===== config.mk =====
export PLATFORM = sky130hd
export DESIGN_NAME = dog_dt_wr
export DESIGN_NICKNAME = d
export VERILOG_FILES = /design/src/rtl/dog_dt_wr.sv
export SDC_FILE = /design/constraint.sdc
export NUM_CORES = 1
export LEC_CHECK = 0
export BUFFER_PORTS_ARGS = -buffer_cell sky130_fd_sc_hd__buf_2
export CORE_MARGIN = 5
export CORE_UTILIZATION = 50
export CTS_CLUSTER_SIZE = 25
export DETAILED_ROUTE_END_ITERATION = 12
export MAX_ROUTING_LAYER = met4
export PLACE_DENSITY = 0.76
export SYNTH_ARGS = -nofsm -noshare
export SYNTH_HDL_FRONTEND = slang
export SYNTH_SLANG_ARGS = --single-unit

===== constraint.sdc =====
create_clock -name clk -period 5.45 [get_ports clk]
set_input_delay 1.09 -clock clk [delete_from_list [all_inputs] [get_ports clk]]
set_output_delay 1.09 -clock clk [all_outputs]
set_load 0.05 [all_outputs]

===== src/rtl/dog_dt_wr.sv =====
// Write-back address generator for the DoG separable filter: drops window-fill
// samples per padded line and routes pass-0 results to ram1, pass-1 results to ram0.
module dog_dt_wr #(
    parameter int LINE_LEN = 262,
    parameter int DROP     = 6,
    parameter int DW       = 8
) (
    input  logic          clk,
    input  logic          rst_n,
    input  logic          start,
    input  logic          in_valid,
    input  logic [DW-1:0] in_data,
    output logic          ram0_wr_en,
    output logic [15:0]   ram0_wr_addr,
    output logic [DW-1:0] ram0_wr_data,
    output logic          ram1_wr_en,
    output logic [15:0]   ram1_wr_addr,
    output logic [DW-1:0] ram1_wr_data,
    output logic          busy,
    output logic          done,
    output logic          overflow,
    output logic [1:0]    fsm_state
);

    typedef enum logic [1:0] {
        IDLE  = 2'd0,
        PASS0 = 2'd1,
        PASS1 = 2'd2,
        DONE  = 2'd3
    } state_t;

    localparam logic [8:0] LAST_POS = 9'(LINE_LEN - 1);
    localparam logic [8:0] DROP_POS = 9'(DROP);

    state_t     state;
    state_t     state_next;
    logic [8:0] pos;
    logic [7:0] line;
    logic       accept;
    logic       keep;
    logic       line_end;
    logic [7:0] col;

    always_comb begin
        accept     = in_valid && (state == PASS0 || state == PASS1);
        keep       = accept && (pos >= DROP_POS);
        line_end   = accept && (pos == LAST_POS);
        col        = 8'(pos - DROP_POS);
        state_next = state;
        case (state)
            IDLE:    if (start) state_next = PASS0;
            PASS0:   if (line_end && line == 8'hFF) state_next = PASS1;
            PASS1:   if (line_end && line == 8'hFF) state_next = DONE;
            DONE:    state_next = IDLE;
            default: state_next = IDLE;
        endcase
    end

    always_ff @(posedge clk) begin
        if (!rst_n) state <= IDLE;
        else        state <= state_next;
    end

    // Counters, sticky overflow and the registered write ports.
    always_ff @(posedge clk) begin
        if (!rst_n) begin
            pos          <= '0;
            line         <= '0;
            overflow     <= 1'b0;
            ram0_wr_en   <= 1'b0;
            ram0_wr_addr <= '0;
            ram0_wr_data <= '0;
            ram1_wr_en   <= 1'b0;
            ram1_wr_addr <= '0;
            ram1_wr_data <= '0;
        end else begin
            ram0_wr_en   <= 1'b0;
            ram0_wr_addr <= '0;
            ram0_wr_data <= '0;
            ram1_wr_en   <= 1'b0;
            ram1_wr_addr <= '0;
            ram1_wr_data <= '0;

            if (state == IDLE && start) begin
                pos      <= '0;
                line     <= '0;
                overflow <= 1'b0;
            end else if (in_valid && (state == IDLE || state == DONE)) begin
                overflow <= 1'b1;
            end

            if (accept) begin
                if (line_end) begin
                    pos  <= '0;
                    line <= line + 8'd1;
                end else begin
                    pos <= pos + 9'd1;
                end
            end

            // Pass 1 swaps the fields so the transposed stream lands row-major.
            if (keep) begin
                if (state == PASS0) begin
                    ram1_wr_en   <= 1'b1;
                    ram1_wr_addr <= {line, col};
                    ram1_wr_data <= in_data;
                end else begin
                    ram0_wr_en   <= 1'b1;
                    ram0_wr_addr <= {col, line};
                    ram0_wr_data <= in_data;
                end
            end
        end
    end

    assign busy      = (state == PASS0) || (state == PASS1);
    assign done      = (state == DONE);
    assign fsm_state = state;

endmodule


==> reports/metrics.cfg, run 1 <==
[grt]
grt_pass1_vias=1799
grt_pass1_wl_um=8400
antenna_found_initial=0
grt_max_degree=21
grt_usage=0.172
overflow=0

[yosys]
yosys.area_share.simple=0.230
syn_avg_cell_area_um2=10.0
synth_flop_cell=dfxtp_1
ys_ff_latch=70
synth_top_family_by_area=simple AND/OR/NAND/NOR gates
synth_compound_area_frac=0.0883
async_flop_share=0
synth_xor_area_frac=0.0309
synth-adder-area-share=0.0490
synthMuxAreaShare=0.00785
synthCells=254
syn-num-nets=276
syn_area_mm2=0.00255
synthDistinctLibCells=42
yosys_warnings=0
synth_edf_count=0
ys_seq_area_frac=0.549

[sta]
totalNegativeSetupSlack_ns=0
worstMarginPinSlew_ns=0.583
finalMaxSlewViolations=0
rsz0062_at_grt=no
period_minus_slack_ns=2.63
slew_headroom=0.609
final-setup-viol-count=0
finalHoldViolations=0
fin_skew_ns=0.0108
fin_crit_sh=0.482
max_freq_mhz=381

[worst_setup_path]
startpoint=fsm_state[0]
rr_startpoint=fsm_state[0]
r2r_cells=8
crit_path_max_fanout=6
worst-endpoint-required_ns=4.36
r2r_slack_ns=3.22
arrival_ns=1.54
crit_path_end_kind=output pin
reg2reg_to=ram0_wr_data[4]
cp-start-kind=flip-flop
worstSetupPathType=flip-flop to output pin

[power_and_ir_drop]
power_frac_seq=0.495
p_int_uw=741
power.density_mw_per_mm2=352
pwr-share-comb=0.189
p_sw_uw=336
finalPower_mw=1.08
peakVddDrop_v=0.000323
clkPwrFrac=0.316
switching_share=0.312
p_leak_nw=1.53

[clock_tree]
cts_hold_buf=0
cts_tree=done
htree_levels=3
clk_latency_ns=0.34
root_buffer=clkbuf_8
cts_buffer_depth=2
post_cts_resized=0
cts.sinks=70
post_cts_buffers=0
clk_transition_reported_paths_ns=0.07
cts_inserted_buffers=9

[finish]
design_area_mm2=0.00306
layout-drive-gt1-share=0.271
nFillCells=425
antenna_cells=0
layout_common_cells=dfxtp_1 (70), buf_2 (66), nor2_1 (26), and2_1 (19), and3_1 (19)
final_cells=391
fin_util=0.608
nNetsFinal=340
areaGrowthSynthToFinish_pct=20.1
final_common_cell=dfxtp_1

[drt]
vias_per_cell=5.01
wirelength_um=5180
num_vias=1959
dr.pass1.iters=4
drtIter0Drc=57
postRouteAntennaNets=0
wl_per_cell_um=13.3
drc=0

[status]
outcome=finished clean

[floorplan]
dieArea_mm2=0.00663
fp.dieW_um=81.4
io_pins=67
coreArea_mm2=0.00504
rows=26
initial_utilization=0.506
die_h_um=81.4

[hold_path]
hold-path-endpoint=overflow
min-delay-start=overflow
whs_path_depth=2
hold_path_class=flip-flop to flip-flop

[flow_run]
max_cap_viol_count=0

[placement]
dpl.hpwl_um=3720
dp_cells=377
place_area_mm2=0.00291
gp_congestion=0.778
io_buffers=66

## registers in the layout (all words and copies together) (netlist names)
name          cells
fsm_state         2
ram1_wr_addr     16
ram1_wr_data      8
ram0_wr_data      8
ram1_wr_en        1
pos               9
overflow          1
line              8
ram0_wr_en        1
ram0_wr_addr     16
## cells by family (layout without fill, tap and decap cells)
kind of cell,after synthesis,count (layout)
AOI/OAI and AO/OA,31,31
muxes,2,2
xor gates and xnor gates,9,9
and+or+nand+nor,106,106
DFF,70,70
adders and majority gates,10,10
buffers and inverters,26,93
## worst max path at each step
stage,to,slack (ns)
3_5_place_dp,ram0_wr_data[4],2.71
2_1_floorplan,ram0_wr_addr[0],2.62
6_report,busy,2.82
5_1_grt,busy,2.73
4_1_cts,busy,2.82
3_3_place_gp,ram0_wr_data[0],2.79
## worst max-delay path, cell delays in order (launching register included)
cell,delay (ns)
dfxtp_1,0.41
inv_1,0.10
ha_1,0.39
buf_2,0.30
## power by group through the flow
stage	Combinational, mW	Sequential, mW	Clock, mW
CTS	0.204	0.534	0.347
global placement	0.199	0.544	0
global route	0.224	0.535	0.377
finish	0.203	0.534	0.341
detailed placement	0.203	0.545	0
floorplan	0.133	0.567	0
## through the flow
step,setup WS [ns],hold slack (ns)
after floorplan,2.62,0.469
after global placement,2.79,0.464
after detailed placement,2.71,0.475
after CTS,2.82,0.499
after global routing,2.73,0.546
final,2.82,0.493
## cells in the mapped netlist (3+ instances only)
master / n / share of area
o211a_1: 4 / 0.016
and3_1: 19 / 0.047
nand3_1: 6 / 0.012
nand4_1: 3 / 0.0074
inv_1: 11 / 0.016
nor4_1: 3 / 0.0074
o22ai_1: 3 / 0.0074
ha_1: 10 / 0.049
o211ai_1: 4 / 0.012
and2_1: 19 / 0.047
dfxtp_1: 70 / 0.55
clkbuf_1: 11 / 0.016
nand2_1: 13 / 0.019
xnor2_1: 8 / 0.027
o21ai_0: 4 / 0.0078
nor2_1: 26 / 0.038
nor2b_1: 4 / 0.0098
a21oi_1: 5 / 0.0098
## final cells by class
type	count	area, um2	share of cell area
timing repair buffer	68	345	0.113
clock buffer	10	128	0.0416
clock inverter	4	26.3	0.00857
tap	70	87.6	0.0286
inverter	11	41.3	0.0135
multi-input combinational	158	1030	0.338
sequential	70	1400	0.457
## per-layer routing
metal  up-vias  GRT usage  wire length (um)
met2        61      0.266              2360
met5         -          -                 0
met3         7     0.0614               370
met4         0     0.0608                70
li1        989          -                 -
met1       902      0.208              2380
Power figures use the tool's default switching activity.
==> inputs of run 2 (changes only) <==
Settings changed: ABC_AREA set to 1.
Clock period 5.45 ns to 2.6 ns, I/O delays scaled along.
==> run 2 against run 1 <==
First-iteration DRC count rose to 3.4 times the previous value; flip-flop and latch count stayed put; global-route usage grew 0.69 points; sequential power is 110% higher; die area increased by 4.1%; clock power rose to 3.0 times the previous value; critical path type unchanged; largest cell class unchanged.
==> reports/metrics.cfg, run 2 <==
[status]
outcome=finished clean

[yosys]
synthDistinctLibCells=25
yosysTopAreaCellShare=0.525
yosys_warnings=0
synth.area.top_cells=dfxtp_1 (52%), inv_1 (6.5%), nor2_1 (6.3%)
synthCells=321
ys_ff_latch=70
syn_area_mm2=0.00267
yosysMostFrequentCell=dfxtp_1
ys_seq_area_frac=0.525
yosys.area.top_type=dfxtp_1
synth_commonest_cells=dfxtp_1 (70), inv_1 (46), nor2_1 (45)
syn_avg_cell_area_um2=8.32
synth_edf_count=0
syn-num-nets=343
synth_flop_cell=dfxtp_1
async_flop_share=0

[worst_setup_path]
arrival_ns=1.45
cp-start-kind=flip-flop
crit_path_max_fanout=5
rr_startpoint=fsm_state[1]
crit_path_end_kind=output pin
startpoint=fsm_state[1]
worstSetupPathType=flip-flop to output pin
worst-endpoint-required_ns=2.08

[sta]
final-setup-viol-count=0
slew_headroom=0.674
max_freq_mhz=508
finalMaxSlewViolations=0
period_minus_slack_ns=1.97
fin_ws_ns=0.631
finalHoldViolations=0
fin_crit_sh=0.757
fin_skew_ns=0.00674
totalNegativeSetupSlack_ns=0
rsz0062_at_grt=no
worstMarginPinSlew_ns=0.489
whs_ns=0.410

[clock_tree]
cts_inserted_buffers=9
clk_latency_ns=0.35
cts.sinks=70
post_cts_resized=0
clk_transition_reported_paths_ns=0.07
cts_hold_buf=0
post_cts_buffers=0
root_buffer=clkbuf_8
htree_levels=3
cts_buffer_depth=2
cts_tree=done

[finish]
final_common_cell=dfxtp_1
final_cells=466
antenna_cells=0
reg_top3=ram0_wr_addr (16), ram1_wr_addr (16), pos (9)
fin_util=0.638
layout-drive-gt1-share=0.283
areaGrowthSynthToFinish_pct=22.7
nNetsFinal=413
layout_common_cells=dfxtp_1 (70), buf_2 (66), inv_1 (46), nor2_1 (45), nand2_1 (43)
design_area_mm2=0.00328
nFillCells=443

[floorplan]
io_pins=67
coreArea_mm2=0.00514
dieArea_mm2=0.00690
die_h_um=83.1
rows=26
initial_utilization=0.520
fp.dieW_um=83.1

[hold_path]
min-delay-start=in_data[3]
hold_path_class=input pin to flip-flop

[grt]
antenna_found_initial=0
grt_usage=0.179
grt_pass1_wl_um=9720
grt_max_degree=26
overflow=0
grt_pass1_vias=2069

[placement]
pre_cts_ws_ns=0.832
dpl.hpwl_um=4050
dp_cells=450
gp_congestion=0.928
io_buffers=66
place_area_mm2=0.00304

[drt]
dr.pass1.iters=4
wl_per_cell_um=12.0
drc=0
vias_per_cell=4.76
num_vias=2216
drtIter0Drc=192
postRouteAntennaNets=0
wirelength_um=5600

[flow_run]
max_cap_viol_count=0

[power_and_ir_drop]
finalPower_mw=2.56
power.density_mw_per_mm2=782
p_sw_uw=736
power_frac_seq=0.439
switching_share=0.287
peakVddDrop_v=0.000653
pwr-share-comb=0.163
p_leak_nw=1.63
p_int_mw=1.83
clkPwrFrac=0.398

## run 2: final cells by class
cell class	instances	area [um2]	share of cell area
tap	70	87.6	0.0267
timing repair buffer	67	338	0.103
inverter	48	183	0.0557
sequential	70	1400	0.428
clock buffer	12	165	0.0504
clock inverter	4	76.3	0.0233
multi-input combinational	195	1030	0.313
## run 2: final timing paths
path | depth (start not counted) | to | slack [ns]
worst min register to register | 2 | ram0_wr_addr[1] | 0.51
worst max-delay path | 3 | busy | 0.63
worst max register to register | 8 | line[5] | 0.81
worst min-delay path | 3 | ram0_wr_data[3] | 0.41
## run 2: power by group through the flow
stage / clock network [mW] / logic, mW / registers, mW
after floorplan: 0 / 0.271 / 1.20
after global placement: 0 / 0.414 / 1.15
after detailed placement: 0 / 0.416 / 1.15
after CTS: 1.04 / 0.418 / 1.13
after global routing: 1.08 / 0.475 / 1.13
final: 1.02 / 0.418 / 1.12
## run 2: logic make-up after synthesis
logic type                 synth area share
and+or+nand+nor                       0.247
DFF                                   0.525
buffers and inverters                0.0913
AOI/OAI and AO/OA                    0.0670
adders and majority gates            0.0468
xor gates and xnor gates             0.0230
## run 2: worst max-delay path, stage by stage (launching register included)
cell	delay, ns
dfxtp_1	0.41
inv_1	0.11
ha_1	0.31
buf_2	0.27
## run 2: layer usage
| layer | GRT usage | up-vias | part of all wire |
|---|---|---|---|
| met5 | - | - | 0 |
| met4 | 0.0817 | 0 | 0.020 |
| met3 | 0.0713 | 15 | 0.092 |
| met2 | 0.272 | 88 | 0.44 |
| met1 | 0.208 | 984 | 0.45 |
| li1 | - | 1129 | - |
